`config.mk`:
```
export PLATFORM = sky130hd
export DESIGN_NAME = alu_synth_wrapper
export DESIGN_NICKNAME = d
export VERILOG_FILES = /design/src/rtl/alu_pkg.sv /design/src/rtl/alu_core.sv /design/src/rtl/alu_synth_wrapper.sv
export SDC_FILE = /design/constraint.sdc
export NUM_CORES = 1
export LEC_CHECK = 0
export ABC_AREA = 1
export CELL_PAD_IN_SITES_DETAIL_PLACEMENT = 0
export CELL_PAD_IN_SITES_GLOBAL_PLACEMENT = 1
export CORE_UTILIZATION = 35
export DETAILED_ROUTE_END_ITERATION = 12
export PLACE_DENSITY_LB_ADDON = 0.08
export SLEW_MARGIN = 40
export SYNTH_ARGS = -nofsm -noshare
export SYNTH_HDL_FRONTEND = slang
export SYNTH_SLANG_ARGS = --single-unit
```
`constraint.sdc`:
```
create_clock -name clk -period 2.25 [get_ports clk]
set_clock_uncertainty 0.15 [all_clocks]
set_input_delay 0.45 -clock clk [delete_from_list [all_inputs] [get_ports clk]]
set_output_delay 0.45 -clock clk [all_outputs]
set_load 0.1 [all_outputs]
```
`src/rtl/alu_pkg.sv`:
```
`default_nettype none
// ============================================================================
//  Module      : alu_pkg
//  Description : Shared opcode encoding and default datapath width for the
//                registered ALU (alu_core / alu_synth_wrapper).
//  Revision    : 1.0 - initial release
// ============================================================================
package alu_pkg;

    // Default operand/result width of the ALU datapath.
    localparam int DEFAULT_WIDTH = 4;

    // Opcode width; all 2^3 encodings are assigned, so no illegal opcode exists.
    localparam int OP_W = 3;

    // Opcode encoding.
    localparam logic [OP_W-1:0] OP_ADD = 3'b000;
    localparam logic [OP_W-1:0] OP_SUB = 3'b001;
    localparam logic [OP_W-1:0] OP_AND = 3'b010;
    localparam logic [OP_W-1:0] OP_XOR = 3'b011;
    localparam logic [OP_W-1:0] OP_OR  = 3'b100;
    localparam logic [OP_W-1:0] OP_NOT = 3'b101;
    localparam logic [OP_W-1:0] OP_SHR = 3'b110;
    localparam logic [OP_W-1:0] OP_SHL = 3'b111;

endpackage : alu_pkg
`default_nettype wire

```
`src/rtl/alu_core.sv`:
```
`default_nettype none
// ============================================================================
//  Module      : alu_core
//  Description : Purely combinational ALU. Selects one of eight operations on
//                a/b and produces the WIDTH-bit result plus a carry, borrow or
//                shift-out flag.
//  Revision    : 1.0 - initial release
// ============================================================================
module alu_core
    import alu_pkg::*;
#(
    parameter int WIDTH = DEFAULT_WIDTH
) (
    input  logic [WIDTH-1:0] a,
    input  logic [WIDTH-1:0] b,
    input  logic [OP_W-1:0]  op,
    output logic [WIDTH-1:0] res,
    output logic             cy
);

    // One extra bit on the arithmetic path holds the carry (ADD) or the
    // borrow (SUB); for unsigned subtraction the top bit is 1 exactly when a < b.
    logic [WIDTH:0] w_sum;
    logic [WIDTH:0] w_diff;

    // Shifts are done on a WIDTH+1 vector with a guard bit on the side the
    // data leaves. The guard bit then holds the last bit shifted out for
    // 1 <= b <= WIDTH. It is naturally 0 for b == 0 (nothing left) and for
    // b > WIDTH (the last bit out was a shifted-in zero), so no range
    // compare on b is needed.
    logic [WIDTH:0] w_shr_ext;
    logic [WIDTH:0] w_shl_ext;

    // Adder/subtractor and guarded shifters, computed for every opcode.
    always_comb begin
        w_sum     = {1'b0, a} + {1'b0, b};
        w_diff    = {1'b0, a} - {1'b0, b};
        w_shr_ext = {a, 1'b0} >> b;
        w_shl_ext = {1'b0, a} << b;
    end

    // Operation select.
    always_comb begin
        res = '0;
        cy  = 1'b0;
        case (op)
            OP_ADD: begin
                res = w_sum[WIDTH-1:0];
                cy  = w_sum[WIDTH];
            end
            OP_SUB: begin
                res = w_diff[WIDTH-1:0];
                cy  = w_diff[WIDTH];
            end
            OP_AND: res = a & b;
            OP_XOR: res = a ^ b;
            OP_OR:  res = a | b;
            OP_NOT: res = ~a;
            OP_SHR: begin
                res = w_shr_ext[WIDTH:1];
                cy  = w_shr_ext[0];
            end
            OP_SHL: begin
                res = w_shl_ext[WIDTH-1:0];
                cy  = w_shl_ext[WIDTH];
            end
            default: begin
                res = '0;
                cy  = 1'b0;
            end
        endcase
    end

endmodule : alu_core
`default_nettype wire

```
`src/rtl/alu_synth_wrapper.sv`:
```
`default_nettype none
// ============================================================================
//  Module      : alu_synth_wrapper
//  Description : Synthesis top for the ALU datapath. Registers the output of
//                alu_core, giving one-cycle latency at one operation per clock.
//                rst_n is a synchronous, ACTIVE-HIGH reset despite its name.
//  Revision    : 1.0 - initial release
// ============================================================================
module alu_synth_wrapper
    import alu_pkg::*;
#(
    parameter int WIDTH = DEFAULT_WIDTH
) (
    input  logic             clk,
    input  logic             rst_n,
    input  logic [WIDTH-1:0] a,
    input  logic [WIDTH-1:0] b,
    input  logic [OP_W-1:0]  op,
    output logic [WIDTH-1:0] result,
    output logic             carry
);

    logic [WIDTH-1:0] w_res;
    logic             w_cy;
    logic [WIDTH-1:0] r_result;
    logic             r_carry;

    alu_core #(
        .WIDTH (WIDTH)
    ) u_alu_core (
        .a   (a),
        .b   (b),
        .op  (op),
        .res (w_res),
        .cy  (w_cy)
    );

    // Output register; reset (active when rst_n is 1) wins over the new value.
    always_ff @(posedge clk) begin
        if (rst_n) begin
            r_result <= '0;
            r_carry  <= 1'b0;
        end else begin
            r_result <= w_res;
            r_carry  <= w_cy;
        end
    end

    assign result = r_result;
    assign carry  = r_carry;

endmodule : alu_synth_wrapper
`default_nettype wire

```
* Yosys cells after proc, flatten, opt, wreduce, memory -nomap -nowiden
Index checks and enable logic that the tools add are counted.
** Word-level totals
- Input bits :: 13
- Output and inout bits :: 5
- Flip-flop bits (word level) :: 5
- Logic and storage cells :: 20
** Operators by class
- Add/subtract/negate cells :: 2
- Bitwise gates (word level) :: 4
- Multiplexer cells :: 2
- Shifts and indexed selects :: 2
- Reduce and logical (&&, ||, !) cells :: 1
- Eq/ne operators :: 7
** Operators by type and width (number)
- $pmux 4 s8 :: 1
- $eq 3x3->1 const B :: 4
- $eq 3x2->1 const B :: 2
- $add 4x4->5 :: 1
- $shl 4x4->5 :: 1
- $shr 5x4->5 :: 1
- $sub 4x4->5 :: 1
- $and 4x4->4 :: 1
- $not 4->4 :: 1
- $or 4x4->4 :: 1
- $pmux 1 s4 :: 1
- $xor 4x4->4 :: 1
- $eq 3x1->1 const B :: 1
- $logic_not 3->1 :: 1

* Depth between registers and ports, before layout
Gate-level depths: netlist of run 1.
- Depth in word-level cells :: 2
- Mapped depth :: 11
- Gate-level depth less buffers :: 10

* Hierarchy
A second synthesis of run 1 with hierarchy kept.
** Unflattened totals
- Cell total of the unflattened synthesis :: 171
- Area, all modules :: 1032.2 um^2
** By module, submodules not included
- alu_core :: area an instance 894.6 um^2, times used 1, cells an instance 156, sequential area each 0.0 um^2
- alu_synth_wrapper :: area an instance 137.6 um^2, times used 1, cells an instance 15, sequential area each 100.1 um^2

* Worst setup path after synthesis of run 1
Ideal clock, no wire load.
- Path type :: input-to-reg
- Start point :: input port a[0]
- End point :: register r_result[2] (netlist: result[2])
- Stages :: 9
- Data required time :: 1.983 ns
- Setup time :: 0.117 ns
- Path slack :: 0.457 ns
- Arrival time :: 1.526 ns
- Cells stage by stage :: inv_1 ha_1 inv_1 fa_1 xnor2_1 a21oi_1 nand3b_1 nor2_1 nor2_1
** Between the ends
- Word-level cells in the longest chain between the ends :: 2
** Ends and longest elaborated chain
- start: declaration :: line alu_synth_wrapper.sv:16 : input logic [WIDTH-1:0] a,
- $sub 4x4->5 (tied with other cells) :: line alu_core.sv:37 : w_diff = {1'b0, a} - {1'b0, b};
- $pmux 4 s8 * :: line alu_core.sv:46 : case (op)
- end signal: assignment :: line alu_synth_wrapper.sv:44 : r_result <= w_res;
- end: declaration :: line alu_synth_wrapper.sv:25 : logic [WIDTH-1:0] r_result;
Mark *: on every way between the ends. The rest lies on a longest branch, timed or not.
A chain may end at the register's enable or synchronous reset.

* Worst setup path after layout of run 1
- Start point :: input port b[0]
- End point :: register r_carry (netlist: carry)
** Between the ends
- Word-level cells in the longest chain between the ends :: 2
** Ends and longest elaborated chain
- start: declaration :: line alu_synth_wrapper.sv:17 : input logic [WIDTH-1:0] b,
- $sub 4x4->5 (tied with other cells) :: line alu_core.sv:37
- $pmux 1 s4 * :: line alu_core.sv:46
- end signal: assignment :: line alu_synth_wrapper.sv:45 : r_carry <= w_cy;
- end: declaration :: line alu_synth_wrapper.sv:26 : logic r_carry;
Marks and branches as above.

==> run metrics, run 1 <==
Worst slew margin between 70% and 80%; total of max-cap violations 0; ratio of cells with drive above 1 in the final layout around 16%; Fmax achieved roughly 0.47 GHz; Post-Synth Adder-Cell Area 21.2%; Post-synth EDFFs 0; DRT Pass-1 Iters 4; initial antenna violation count 0; io pins 18; crit path max fanout 3; vias in the first global route 987; Synth area leaders nand2_1 (18%), ha_1 (17%), nand3_1 (15%), dfxtp_1 (10%), inv_1 (8.6%); critical path startpoint category primary input; Antenna diodes 0; DIE HEIGHT 54.3 um; hold path start rst_n; CP endpoint kind register; Async S/R FF share, synth 0%; largest net degree at the start of global routing 10; root buffer cell clkbuf_4; Crit path arrival time 2150 ps; post-synthesis mux area share 0%; global-route wire length before repair 4.28 mm; Die Width 54.3 um; Hold Violations, Final 0; vias 1131; post-synthesis xor/xnor area fraction 1.83%; dominant cell type by area after synthesis nand2_1; Hold Path Stages 2; CTS resizes 0; fin util between 50% and 60%; # rows 18; outcome complete, no violations; Pwr per Cell Area 355 nW/um^2; Period minus WS final 2130 ps; VDD IR max about 0.35 mV; vias per cell 4.88; GRT overflow 0; CTS Sinks 5; total CTS buffers 3; commonest cells in the netlist nand2_1 (47), nand3_1 (28), inv_1 (22); hold_ws 632 ps; CP required roughly 2300 ps; cts hold-fix bufs 0; setup repair bufs after CTS 0; Total GRT Usage 20.3%; crit share post-route 94.5%; sequential share of the synthesized area 10.5%; end of the worst hold path carry; DRT antenna net count 0; DRC 0; WS Path Type primary input to register; slew of the pin with the lowest slew margin between 400 and 500 ps; post-synthesis compound-gate area fraction 9.16%; Clk pin slew, worst setup/hold paths about 40 ps; Initial Util ~38%; setup ws final 124 ps; most used flip-flop cell after synthesis dfxtp_1; Post-Syn Area per Cell 5.83 um^2; TritonCTS clock tree yes; Syn Nets around 190; Clock Path Buffers 2; gpl congestion 0.936; Post-Synth Simple-Gate Area 45.9%; HPWL after DPL 2.28 mm; worst slack at placement -115 ps; FF+latch count, synth 5; Mapped Area 956 um^2; Yosys top cell area share between 10% and 20%; most numerous cell in the Yosys netlist nand2_1; htree depth 1; total number of yosys warnings 0; detailed router's first-iteration violation count 46; # setup viols final 0; post-synthesis instance total approximately 160; drt total wl 2.63 mm; I/O Buffers 17; die area 2940 um^2; Max Transition Viols Final 0; largest family of logic cells by synthesized area simple AND/OR/NAND/NOR gates; Netlist cell types 21; unrepaired setup endpoints after global routing no; Static Leak 0.000721 uW; Hold/Removal Path Class primary input to register; drt wl/cell ~11 um; area delta synth->final 36.8%; Nets around 230; core area 2520 um^2
-- per-stage QoR --
| step | setup TNS (ps) | power (uW) | std cells | cell area [um^2] |
|---|---|---|---|---|
| 3_5_place_dp | -384 | 364 | 228 | 1280 |
| 4_1_cts | 0 | 469 | 232 | 1310 |
| 6_report | 0 | 464 | 232 | 1310 |
| 5_1_grt | 0 | 510 | 232 | 1310 |
| 3_3_place_gp | -332 | 364 | 228 | 1280 |
| 2_1_floorplan | 0 | 267 | 164 | 956 |
-- cell type report --
cell class / instances / area [um^2]
inverters: 25 / 96.3
multi-input cells: 132 / 747
clock buffers: 4 / 26.3
well taps: 30 / 37.5
flip-flops and latches: 5 / 100
fillers: 270 / 1210
repair buffers: 36 / 300
-- registers in the layout, indices dropped and copies added (netlist names) --
| signal | flops |
|---|---|
| result | 4 |
| carry | 1 |
-- power breakdown --
group | leakage, uW | internal [uW] | switching [uW]
Sequential | 0.0000412 | 96.4 | 1.82
Clock | 0.0000150 | 66.9 | 34.8
Combinational | 0.000665 | 100 | 164
Total | 0.000721 | 263 | 201
-- kinds of logic (layout without fill, tap and decap cells) --
kind of cell	Yosys count	count (layout)
AND/OR/NAND/NOR	98	98
buffers and inverters	27	65
AO/OA/AOI/OAI	17	17
adder cells (fa/ha/maj)	15	15
flip-flops	5	5
XOR/XNOR	2	2
-- worst max path at each step --
stage | endpoint | start
after detailed placement | carry | b[0]
after global placement | carry | b[0]
after floorplan | result[2] | a[0]
after global routing | result[1] | a[0]
after CTS | carry | b[0]
final | carry | b[0]
-- critical path, cell delays in order --
cell and delay (ps):
clkdlybuf4s50_1 510, ha_1 190, inv_1 80, fa_1 390
nand3b_1 170, nand2_1 70, nand2_1 50, nand2_1 80
a21oi_1 50, a21oi_1 110
-- cells in the final DEF, fill, tap and decap left out, drive strengths merged --
cell type      count
nor2              15
clkdlybuf4s50     12
nand3b             3
fa                 2
ha                13
nand2             47
a21oi             11
nand4              3
nor3               2
inv               25
nand3             28
xnor2              2
buf               24
o21ai              5
dfxtp              5
clkbuf             4
o211ai             1
-- routing by layer --
metal | global-route usage [%] | share of wire (%)
met1 | 26.0 | 46
met2 | 36.6 | 51
met3 | 2.50 | 2.6
met4 | 2.56 | 0
met5 | 0 | 0
Power figures use the tool's default switching activity.
==> inputs of run 2 (changes only) <==
CORE_ASPECT_RATIO = 0.8   (was default)
CORE_UTILIZATION = 31   (was 35)
TNS_END_PERCENT = 100   (was default)
clock period = 1.8 ns   (was 2.25 ns; I/O delays follow)
==> run metrics, run 2 (synthesis results as in run 1) <==
vias per cell 4.73 (-3.0%); fin area 1610 um^2 (+23%); crit path max fanout 4 (+1); htree depth 1 (unchanged); hold_ws 574 ps (-58.3 ps); outcome complete, no violations; TritonCTS clock tree yes; vias in the first global route 1193 (+21%); CP required 1750 ps (-520 ps); WS Path Type primary input to register; Clk pin slew, worst setup/hold paths 30 ps (about the same); unrepaired setup endpoints after global routing no; HPWL after DPL 2.54 mm (+11%); CP endpoint kind register; largest net degree at the start of global routing 9 (-1); vias 1215 (+7.4%); I/O Buffers 17 (unchanged); Die Width 64.1 um (+18%); Pwr per Cell Area 460 nW/um^2 (+30%); max FFs per register 4 (unchanged); Clock Path Buffers 2 (unchanged); Placed Cells 250 (+9.6%); drt total wl 3.07 mm (+17%); Antenna diodes 0 (unchanged); ratio of cells with drive above 1 in the final layout 35.6% (+19 points); root buffer cell clkbuf_8; gpl congestion 0.821 (-12%); critical path startpoint category primary input; Period minus WS final 1730 ps; Hold/Removal Path Class primary input to register; io pins 18 (unchanged); initial antenna violation count 0 (unchanged); total CTS buffers 3 (unchanged); Crit path arrival time 1680 ps (-470 ps); DRT antenna net count 0 (unchanged); area delta synth->final 67.9%; DIE HEIGHT 51.7 um (-4.8%); crit share post-route a little over nine tenths; Hold Violations, Final 0 (unchanged); # setup viols final 0 (unchanged); DRT Pass-1 Iters 4 (unchanged); DRC 0 (unchanged); most frequent cells in the layout nand2_1 (46), buf_4 (35), nand3_1 (27); total of max-cap violations 0 (unchanged); core area 2850 um^2 (+13%); Non-Filler Instances 257 (+11%); Nets 248 (+7.4%); drt wl/cell 11.9 um (+5.2%); VDD IR max 0.216 mV (-38%); DP Area 1460 um^2 (+14%); global-route wire length before repair 5.08 mm (+19%); Static Leak 0.000859 uW (+19%); # rows 17 (-1); Initial Util 33.5% (-4.4 points); Fmax achieved ~0.58 GHz; CTS Sinks 5 (unchanged); GRT overflow 0 (unchanged); Setup TNS 0 ps (unchanged); Worst slew margin 85.6% (+13 points); Max Transition Viols Final 0 (unchanged); most common cell after layout, fill and taps aside nand2_1; die area 3310 um^2 (+12%); Total GRT Usage 19.9% (-0.42 points); slew of the pin with the lowest slew margin 215 ps (-198 ps); detailed router's first-iteration violation count 104 (+130%)
[run 2: cell count changes in the layout (fill, tap and decap cells not counted), sizes merged]
cell / before / now
clkbuf: 4 / 5
buf: 24 / 42
dlymetal6s2s: 0 / 4
clkdlybuf4s50: 12 / 2
dlygate4sd2: 0 / 4
[run 2: layout make-up]
| class | instances | area (um^2) |
|---|---|---|
| well taps | 38 | 47.5 |
| repair buffers | 53 | 489 |
| clock buffers | 4 | 45.0 |
| inverters | 25 | 96.3 |
| flip-flops and latches | 5 | 100 |
| fillers | 296 | 1240 |
| multi-input cells | 132 | 827 |
[run 2: worst paths after layout]
| kind | startpoint | to | cells past startpoint |
|---|---|---|---|
| setup / recovery | op[1] | result[2] | 9 |
| hold / removal | op[2] | result[0] | 6 |
[run 2: critical path: stages]
cell and delay [ps]:
clkdlybuf4s50_1 490, buf_4 180, buf_4 130, nand3_1 90, nor2_1 50, a21oi_1 130, nand3b_1 110, nor2_1 100
nor2_1 50
[run 2: through the flow]
step                      utilization [%]  setup WS, ps  power, uW
after CTS                            55.0          4.62        730
final                                56.3          71.0        739
after global routing                 56.3          8.06        783
after floorplan                         -          96.9        333
after detailed placement             51.2          -518        513
after global placement               51.2          -487        510
[run 2: what timing repair did]
action / in CTS / in global routing
pin swaps: 6 / 5
gates resized for setup: 22 / 25
endpoints found under the setup margin: 4 / 5
buffers inserted: 3 / 0
hold buffers: 0 / 0
[run 2: routing by layer]
metal | GRT usage, % | vias to the layer above | wire length (um)
li1 | - | 638 | -
met1 | 24.3 | 546 | 1400
met2 | 37.1 | 27 | 1510
met3 | 1.54 | 4 | 106
met4 | 6.06 | 0 | 53
met5 | 0 | - | 0
[run 2: report_power, final]
part	internal [uW]	total, uW	switching, uW
clock network	151	199	47.3
registers	121	128	7.33
logic	180	412	232
==> inputs of run 3 (changes only) <==
CAP_MARGIN = 10   (was default)
PLACE_DENSITY_LB_ADDON = 0.1   (was 0.08)
TNS_END_PERCENT = 5   (was 100)
==> run metrics, run 3 (synthesis results as in run 1) <==
outcome complete, no violations; TritonCTS clock tree yes; GRT overflow 0 (unchanged); DRT Pass-1 Iters 4 (unchanged); vias 1274 (+4.9%); Crit-path slowest cell clkdlybuf4s50_1; ratio of cells with drive above 1 in the final layout 32.6% (-3.0 points); DRT antenna net count 0 (unchanged); initial antenna violation count 0 (unchanged); CP most frequent cell a21oi_2; Pwr per Cell Area 471 nW/um^2 (+2.2%); # rows 17 (unchanged); CTS Sinks 5 (unchanged); fin util 56.1% (-0.22 points); end of the worst hold path carry; Hold Violations, Final 0 (unchanged); Initial Util 33.5% (unchanged); unrepaired setup endpoints after global routing yes; Fmax achieved 0.563 GHz (-2.7%); Crit path max-delay family buffers and inverters; DRC 0 (unchanged); DIE HEIGHT 51.7 um (unchanged); htree depth 1 (unchanged); hold_ws 553 ps (-20.9 ps); die area 3310 um^2 (unchanged); FILL cells 311 (+5.1%); WS Path Type primary input to register; total of max-cap violations 0 (unchanged); Die Width 64.1 um (unchanged); max FFs per register 4 (unchanged); Nets 247 (-0.40%); core area 2850 um^2 (unchanged); critical-path cell list clkdlybuf4s50_1, inv_1, ha_4, inv_2, a21oi_2, nand3_1, nand2_1, a21oi_2, a21oi_1; Static Leak 0.000855 uW (-0.37%); vias in the first global route 1212 (+1.6%); Pwr Total 752 uW (+1.8%); Hold/Removal Path Class primary input to register; detailed router's first-iteration violation count 116 (+12%); most frequent cells in the layout nand2_1 (47), buf_4 (35), nand3_1 (28); largest net degree at the start of global routing 9 (unchanged); total CTS buffers 3 (unchanged); Largest stage delay, worst path 470 ps (-20 ps); Antenna diodes 0 (unchanged); global-route wire length before repair 5.29 mm (+4.2%); Crit path arrival time 1790 ps (+110 ps); Max Transition Viols Final 0 (unchanged); crit share post-route 98.7% (+2.7 points); Total GRT Usage 21.5% (+1.7 points); CP required 1810 ps (+60 ps); gpl congestion 0.877 (+6.8%); Period minus WS final 1780 ps (+48.3 ps); CP Buf/Inv Count 3 (unchanged); critical path startpoint category primary input; Setup TNS 0 ps (unchanged); hold path start b[3]; drt total wl 3.24 mm (+5.5%); most common cell after layout, fill and taps aside nand2_1; cts hold-fix bufs 0 (unchanged); crit path max fanout 7 (+3); I/O Buffers 17 (unchanged); Clock Path Buffers 2 (unchanged); slew of the pin with the lowest slew margin 296 ps (+80.3 ps); # setup viols final 0 (unchanged); vias per cell 4.98 (+5.3%); HPWL after DPL 2.57 mm (+1.1%); VDD IR max 0.186 mV (-14%); Clk pin slew, worst setup/hold paths 40 ps (about the same); io pins 18 (unchanged); drt wl/cell 12.7 um (+5.9%); Hold Path Stages 5 (-1); Worst slew margin 80.2% (-5.4 points); root buffer cell clkbuf_8; area delta synth->final 67.3%; CP endpoint kind register
-- run 3: report_power, final --
part / switching, uW / internal, uW
registers: 7.33 / 121
clock network: 61.5 / 153
logic: 231 / 179
total: 300 / 452
-- run 3: through the flow --
stage          cell area, um^2  worst slack, ps  cells
5_1_grt                   1600            -27.5    256
6_report                  1600             22.7    256
3_3_place_gp              1460             -500    250
2_1_floorplan              956             96.9    164
4_1_cts                   1560            0.539    255
3_5_place_dp              1460             -509    250
-- run 3: worst max path at each step --
stage	from	to	slack, ps	cells after the start
floorplan	a[0]	result[2]	100	9
global placement	a[0]	result[1]	-500	11
detailed placement	a[0]	result[1]	-510	11
CTS	b[2]	result[3]	0.5	10
global route	a[3]	carry	-30	9
finish	a[3]	carry	20	9
-- run 3: metal layers --
layer | GRT usage [%] | wire (um) | vias up | part of all wire, %
met5 | 0 | 0 | - | 0
met4 | 6.44 | 50 | 0 | 1.5
met3 | 3.95 | 147 | 6 | 4.5
met2 | 38.5 | 1550 | 45 | 48
met1 | 26.4 | 1500 | 583 | 46
li1 | - | - | 640 | -
-- run 3: repair_timing --
item | CTS | global route
setup endpoints to repair | 4 | 5
setup buffers | 1 | 1
gates resized for setup | 23 | 15
pin swaps | 5 | 9
-- run 3: area by class of cell --
type	instances	area (um^2)	area share, %
inverter	25	96.3	6.03
tap	38	47.5	2.97
sequential	5	100	6.26
timing repair buffer	52	484	30.3
multi-input combinational	132	826	51.6
clock buffer	4	45.0	2.82
